--- src/rtl/avlstrm_pkt_dropper.sv ---
// avlstrm_pkt_dropper: whole-packet forward/drop stage feeding a packet FIFO through a 2-entry skid buffer.
// Define PKT_DROPPER_STATS_EN to build the packet/drop/error statistics counters (tied to zero otherwise).
module avlstrm_pkt_dropper #(
    parameter int DATA_WIDTH  = 512,
    parameter int EMPTY_WIDTH = 6
) (
    input  logic                   Clk,
    input  logic                   Rst_n,
    input  logic [DATA_WIDTH-1:0]  in_data,
    input  logic                   in_valid,
    input  logic                   in_sop,
    input  logic                   in_eop,
    input  logic [EMPTY_WIDTH-1:0] in_empty,
    output logic                   in_ready,
    output logic [DATA_WIDTH-1:0]  out_data,
    output logic                   out_valid,
    output logic                   out_sop,
    output logic                   out_eop,
    output logic [EMPTY_WIDTH-1:0] out_empty,
    input  logic                   out_ready,
    input  logic                   out_almost_full,
    output logic [31:0]            stats_pkt_in,
    output logic [31:0]            stats_pkt_drop,
    output logic [31:0]            stats_flit_drop,
    output logic [31:0]            stats_err
);
    localparam int FW = DATA_WIDTH + EMPTY_WIDTH + 2;

    typedef enum logic [1:0] {IDLE, PASS, DROP} state_t;

    state_t          r_state, w_state_nxt;
    logic [FW-1:0]   r_d0, r_d1;
    logic [1:0]      r_cnt, w_cnt_nxt;
    logic            r_in_ready;
    logic            w_acc, w_fwd, w_pop, w_ld0, w_ld1;
    logic [FW-1:0]   w_flit;

    // DROP never pushes into the buffer, so it can accept at line rate regardless of occupancy
    assign in_ready = r_in_ready || (r_state == DROP);
    assign w_acc    = in_valid && in_ready;
    assign w_pop    = out_valid && out_ready;
    assign w_flit   = {in_sop, in_eop, in_empty, in_data};

    always_comb begin
        w_state_nxt = r_state;
        w_fwd       = 1'b0;
        if (w_acc) begin
            unique case (r_state)
                IDLE: if (in_sop) begin
                    w_fwd       = !out_almost_full;
                    w_state_nxt = in_eop ? IDLE : (out_almost_full ? DROP : PASS);
                end
                PASS: begin
                    w_fwd       = !in_sop;
                    w_state_nxt = (!in_sop && in_eop) ? IDLE : PASS;
                end
                DROP:    w_state_nxt = in_eop ? IDLE : DROP;
                default: w_state_nxt = IDLE;
            endcase
        end
    end

    always_ff @(posedge Clk or negedge Rst_n) begin
        if (!Rst_n) r_state <= IDLE;
        else        r_state <= w_state_nxt;
    end

    // r_d0 is the head driving out_*, r_d1 holds the second entry when the FIFO stalls
    assign w_cnt_nxt = r_cnt + {1'b0, w_fwd} - {1'b0, w_pop};
    assign w_ld0     = (w_pop && (r_cnt == 2'd2 || w_fwd)) || (w_fwd && r_cnt == 2'd0);
    assign w_ld1     = w_fwd && (r_cnt == 2'd2 || (r_cnt == 2'd1 && !w_pop));

    always_ff @(posedge Clk or negedge Rst_n) begin
        if (!Rst_n) begin
            r_cnt      <= '0;
            r_d0       <= '0;
            r_d1       <= '0;
            r_in_ready <= 1'b0;
        end else begin
            r_cnt      <= w_cnt_nxt;
            r_in_ready <= w_cnt_nxt != 2'd2;
            if (w_ld0) r_d0 <= (r_cnt == 2'd2) ? r_d1 : w_flit;
            if (w_ld1) r_d1 <= w_flit;
        end
    end

    assign out_valid = r_cnt != 2'd0;
    assign {out_sop, out_eop, out_empty, out_data} = r_d0;

`ifdef PKT_DROPPER_STATS_EN
    logic [31:0] r_pkt_in, r_pkt_drop, r_flit_drop, r_err;
    logic        w_idle_sop, w_err;

    assign w_idle_sop = w_acc && (r_state == IDLE) && in_sop;
    // a packet-framing error is a missing sop in IDLE or a stray sop inside a packet
    assign w_err      = w_acc && ((r_state == IDLE) != in_sop);

    always_ff @(posedge Clk or negedge Rst_n) begin
        if (!Rst_n) begin
            r_pkt_in    <= '0;
            r_pkt_drop  <= '0;
            r_flit_drop <= '0;
            r_err       <= '0;
        end else begin
            r_pkt_in    <= r_pkt_in + {31'd0, w_idle_sop};
            r_pkt_drop  <= r_pkt_drop + {31'd0, w_idle_sop && out_almost_full};
            r_flit_drop <= r_flit_drop + {31'd0, w_acc && !w_fwd};
            r_err       <= r_err + {31'd0, w_err};
        end
    end

    assign stats_pkt_in    = r_pkt_in;
    assign stats_pkt_drop  = r_pkt_drop;
    assign stats_flit_drop = r_flit_drop;
    assign stats_err       = r_err;
`else
    assign stats_pkt_in    = '0;
    assign stats_pkt_drop  = '0;
    assign stats_flit_drop = '0;
    assign stats_err       = '0;
`endif
endmodule
--- config.mk ---
export PLATFORM = sky130hd
export DESIGN_NAME = avlstrm_pkt_dropper
export DESIGN_NICKNAME = d
export VERILOG_FILES = /design/src/rtl/avlstrm_pkt_dropper.sv
export SDC_FILE = /design/constraint.sdc
export NUM_CORES = 2
export LEC_CHECK = 0
export CAP_MARGIN = 10
export CORE_AREA = 3 3 458 460
export CTS_CLUSTER_DIAMETER = 40
export DETAILED_ROUTE_END_ITERATION = 16
export DIE_AREA = 0 0 461 463
export PLACE_DENSITY = 0.53
export SYNTH_ARGS = -nofsm -noshare
export SYNTH_HDL_FRONTEND = slang
export SYNTH_SLANG_ARGS = --single-unit
export TNS_END_PERCENT = 30
--- constraint.sdc ---
create_clock -name Clk -period 2 [get_ports Clk]
set_input_delay 0.6 -clock Clk [delete_from_list [all_inputs] [get_ports Clk]]
set_output_delay 0.6 -clock Clk [all_outputs]
set_load 0.01 [all_outputs]
* Yosys cells after proc, flatten, opt, wreduce, memory -nomap -nowiden
Cells that the tools add are included.
Widths: inputs -> output; s select.
** Word-level totals
- Bits in latches :: 0
- Memories kept :: 0
- Input bits :: 525
- Register bits :: 1045
- Output and inout port bits :: 650
- Word-level logic and storage cells :: 41
- ROM bits :: 0
- RAM bits :: 0
** Cells by class
- Mux-type cells :: 10
- Reductions and logical operators :: 18
- Shift operators :: 0
- Bitwise gates (word level) :: 0
- Multipliers :: 0
- $lt $le $gt $ge :: 0
- Div/mod/pow operators :: 0
- Equal/unequal tests :: 6
- Add/sub/neg operators :: 2
** Operators by type and width (number)
- $mux 520 :: 1
- $mux 2 :: 4
- $logic_and 1x1->1 :: 7
- $pmux 2 s3 :: 1
- $eq 2x1->1 const B :: 2
- $eq 2x2->1 const B :: 2
- $logic_not 2->1 :: 2
- $logic_or 1x1->1 :: 4
- $ne 2x2->1 const B :: 2
- $logic_not 1->1 :: 3
- $mux 1 :: 3
- $add 2x1->2 :: 1
- $pmux 1 s2 :: 1
- $reduce_and 2->1 :: 1
- $reduce_bool 2->1 :: 1
- $sub 2x1->2 :: 1

* Depth between registers and ports, before layout
- Depth in word-level cells :: 7
- Mapped depth :: 9
- Mapped depth without buffers :: 8

* Least setup slack after synthesis
No wires, ideal clock.
- Path type :: input -> register
- Start point :: input out_almost_full
- End point :: register r_d1[100]
- Arrival :: 2.080 ns
- Data required time :: 1.875 ns
- Cell stages on the path :: 7
- Library setup time :: 0.125 ns
- Setup slack :: -0.205 ns
- Buffers on the path :: 3
- Path through :: or3b_4 > a21o_1 > o21bai_1 > buf_6 > buf_12 > buf_12 > mux2_4
** On the way
- Cells in the longest elaborated chain, start to end :: 5
** RTL lines
- from (decl) :: line 21 : input logic out_almost_full,
- $logic_not 1->1 :: line 50 : w_fwd = !out_almost_full;
- $mux 1 :: line 49 : IDLE: if (in_sop) begin
- $pmux 1 s2 :: line 48 : unique case (r_state)
- $mux 1 :: line 47 : if (w_acc) begin
- $logic_and 1x1->1 :: line 71 : assign w_ld1 = w_fwd && (r_cnt == 2'd2 || (r_cnt == 2'd1 && !w_pop));
- to (signal assigned) :: line 83 : if (w_ld1) r_d1 <= w_flit;
- to (decl) :: line 32 : logic [FW-1:0] r_d0, r_d1;
No other way between the ends.
A chain may end at the register's enable or synchronous reset.

* Final worst setup path
- Start point :: register r_state[0]
- End point :: register r_d0[432]
** On the way
- Cells in the longest elaborated chain, start to end :: 7
- Elaborated cells between the ends (all ways) :: 11
- Classes of those cells :: 2 x eq/ne; 2 x mux; 7 x reduce/logical
** RTL lines
- from (decl) :: line 31 : state_t r_state, w_state_nxt;
- from (signal assigned) :: line 65 : else r_state <= w_state_nxt;
- parallel branches: the longest is 3 deep, another holds $eq 2x1->1
- $mux 1 * :: line 47
- $logic_or 1x1->1 :: line 70 : assign w_ld0 = (w_pop && (r_cnt == 2'd2 || w_fwd)) || (w_fwd && r_cnt == 2'd0);
- $logic_and 1x1->1 :: line 70
- $logic_or 1x1->1 * :: line 70
- to (signal assigned) :: line 82 : if (w_ld0) r_d0 <= (r_cnt == 2'd2) ? r_d1 : w_flit;
- to (decl) :: line 32
Every way passes the cells marked *.

==> run_results.csv <==
group,metric,value,unit
synth,ys.warnings.count,0,
place,hpwl,131400,um
critical_path,slowest_stage,"or3b_4",
timing,period_minus_slack,2.321,ns
synth,synth_area_leader_cell,"dfrtp_1",
critical_path,worstPathArrival,3.06,ns
timing,fin_skew,0.04526,ns
critical_path,critPathLaunchType,"flop",
clock_network,cts_tree,"built",
clock_network,clock_path_buffers,3,
timing,hold_viol,0,
critical_path,r2r_setup_slack,-0.32,ns
synth,synthFlopType,"dfrtp_1",
floorplanning,start_util,22.09,%
critical_path,reg2reg_from,"r_state[0]",
layout,multi_input_area,18570,sq um
floorplanning,die_width,461,um
timing,max_freq,430.9,MHz
place,io_buffers,1046,
floorplanning,die_h,463,um
job,maxCapViolCount,0,
timing,setup_viol,1029,
critical_path,path_max_fanout,6,
clock_network,clock-sinks,1045,
synth,synth.yosys.seq_area_share,57.33,%
status,failed_checks,"negative setup slack",
clock_network,cts-root-buf,"clkbuf_16",
clock_network,clkSlewWorstSetupHoldPaths,0.06,ns
clock_network,h-tree-depth,4,
critical_path,end_kind,"flop",
layout,final_cell_count_no_fill,7996,
critical_path,critPathKind,"reg -> reg",
synth,synth_top_area_share,57.33,%
clock_network,clock_latency,0.81,ns
timing,worst_pin_slew,0.5734,ns
route,drc,0,
synth,synthCells,3578,
route,routed-via-count,35580,
floorplanning,rows,167,
pwr,powerDensity,1607,nW/um^2
global_route,antenna_found_initial,85,
timing,layout_setup_ws,-0.3208,ns
pwr,power,116.5,mW
critical_path,max_stage_delay,0.39,ns
route,ant_nets,0,
critical_path,crit_path_cell_trace,"or3b_4 > buf_6 > a221oi_4 > buf_12 > buf_16 > buf_16 > buf_4 > clkbuf_16 > buf_4 > a22oi_1 > nand2_1",
critical_path,critical_path_required,2.74,ns
global_route,overflow,0,
synth,syn_area_per_cell,12.75,sq um
synth,async_flop_share,100.0,%
route,drt-pass1-iter-count,5,
layout,seqCellArea,26180,sq um
global_route,grt_max_degree,104,
critical_path,path_buf_inv,7,
min_path,hp-class,"in -> async",
global_route,grt_pass1_wl,257700,um
route,via_per_inst,4.450,
layout,drive_gt1_share,43.48,%
synth,synth_edf_count,0,
pwr,irDropWorstVdd,0.0008402,V
floorplanning,dieArea,213400,sq um
critical_path,worstSetupEndpoint,"r_d0[432]",
critical_path,startpoint,"r_state[0]",
place,routabilityCongestion,0.8484,
timing,rsz0062_at_grt,"yes",
synth,synth-seq-cells,1045,
layout,fill_cells,20070,
synth,synth.area.top_cells,"dfrtp_1 (57%), mux2_4 (16%), a22oi_1 (8.5%)",
global_route,grt_usage,16.21,%
critical_path,cp.depth,11,
timing,period_share,116.0,%
clock_network,cts_buffers,202,
status,outcome,"finished with violations",
route,routed_wl,195100,um
critical_path,worst_path_dominant_cell_family,"buffers and inverters",
route,drt_iter0_drc,2282,
floorplanning,core,206400,sq um
synth,yosysUniqueCellTypes,37,
critical_path,reg2reg_depth,11,
synth,synthesis.area,45610,sq um
critical_path,worstReg2RegEnd,"r_d0[432]",
pwr,leakagePower,35.21,nW
layout,area_growth,58.88,%
timing,relSlewSlack,61.77,%
global_route,grt_pass1_vias,36400,
place,dp_cells,7310,
timing,finalMaxSlewViolations,0,
floorplanning,pin_count,1175,
route,wl_per_cell,24.40,um
layout,nets,5596,
[Yosys cell counts (all sizes together) (2+ instances only)]
cell,count
a21o,2
a22oi,519
or2,2
dfrtp,1045
a41oi,2
buf,250
nand2b,2
mux2,520
nor2,2
ha,2
clkbuf,167
xnor2,2
nand3,519
inv,5
nand2,522
[sequential cells by signal, indices dropped and copies added (netlist names)]
signal      flops
r_state         2
r_cnt           2
r_d1          520
r_in_ready      1
r_d0          520
[how the worst min path moves through the flow]
stage | startpoint | endpoint | slack, ns | cells past startpoint
2_1_floorplan | Rst_n | r_cnt[0] | 0.30 | 0
3_3_place_gp | Rst_n | r_d0[60] | 0.45 | 1
3_5_place_dp | Rst_n | r_d0[60] | 0.45 | 1
4_1_cts | Rst_n | r_d0[311] | 0.12 | 2
5_1_grt | Rst_n | r_d0[311] | 0.15 | 2
6_report | Rst_n | r_d0[311] | 0.21 | 2
[report_power, final]
group	internal [mW]	leakage (nW)	total (mW)	switching, mW
logic	23.8	18.7	42.7	18.9
registers	31.0	13.0	37.8	6.82
clock network	23.1	3.51	36.0	12.9
[metrics by stage]
step	utilization (%)	instance area, sq um	worst slack [ns]	setup TNS [ns]	hold slack (ns)
after floorplan	-	46090	-0.1649	-121.70	0.3044
after global placement	29.21	60290	-0.9621	-855.90	0.4489
after detailed placement	29.21	60290	-0.9858	-871.62	0.4490
after CTS	32.91	67930	-0.4026	-187.32	0.1200
after global routing	35.09	72450	-0.4042	-258.70	0.1512
final	35.10	72470	-0.3208	-164.69	0.2147
[final cells by class]
type | count | area share (%)
antenna | 46 | 0.1588
tap | 2704 | 4.669
clock buffer | 242 | 7.545
multi-input combinational | 2239 | 25.63
timing repair buffer | 1576 | 23.35
inverter | 5 | 0.02590
sequential | 1045 | 36.12
clock inverter | 139 | 2.507
[what timing repair did]
| action | in CTS | in global routing |
|---|---|---|
| resized for setup | 2498 | 456 |
| gates cloned | 0 | 83 |
| setup endpoints to repair | 1506 | 1491 |
| hold endpoints to repair | 192 | 0 |
| pin swaps | 2 | 240 |
| hold buffers | 1 | 0 |
| buffers inserted | 117 | 59 |
[layout by cell type (no fill, tap or decap), types with 109 or more instances in the layout]
cell type           n
conb_1            128
buf_12            109
a22oi_1           257
dfrtp_1          1025
nand2_1           521
buf_4             314
buf_2             186
buf_6             313
nand3_1           473
a22oi_2           262
clkdlybuf4s50_1   523
clkbuf_16         273
mux2_4            500
[cells by family after synthesis]
logic type      after synthesis  share of synthesized area, %
mux                         520                         16.95
xor+xnor                      2                       0.03841
fa+ha+maj                     2                       0.05485
other cells                   1                      0.008222
flops                      1045                         57.33
buf+inv                     422                         6.655
simple gates               1055                         10.19
compound gates              531                         8.773
[layer usage]
layer | GRT usage [%] | up-vias | part of all wire, %
li1 | - | 15710 | -
met1 | 18.83 | 18180 | 39
met2 | 24.40 | 1315 | 46
met3 | 7.839 | 348 | 9.9
met4 | 8.892 | 32 | 4.3
met5 | 0 | - | 0.13
Power figures use the tool's default switching activity.
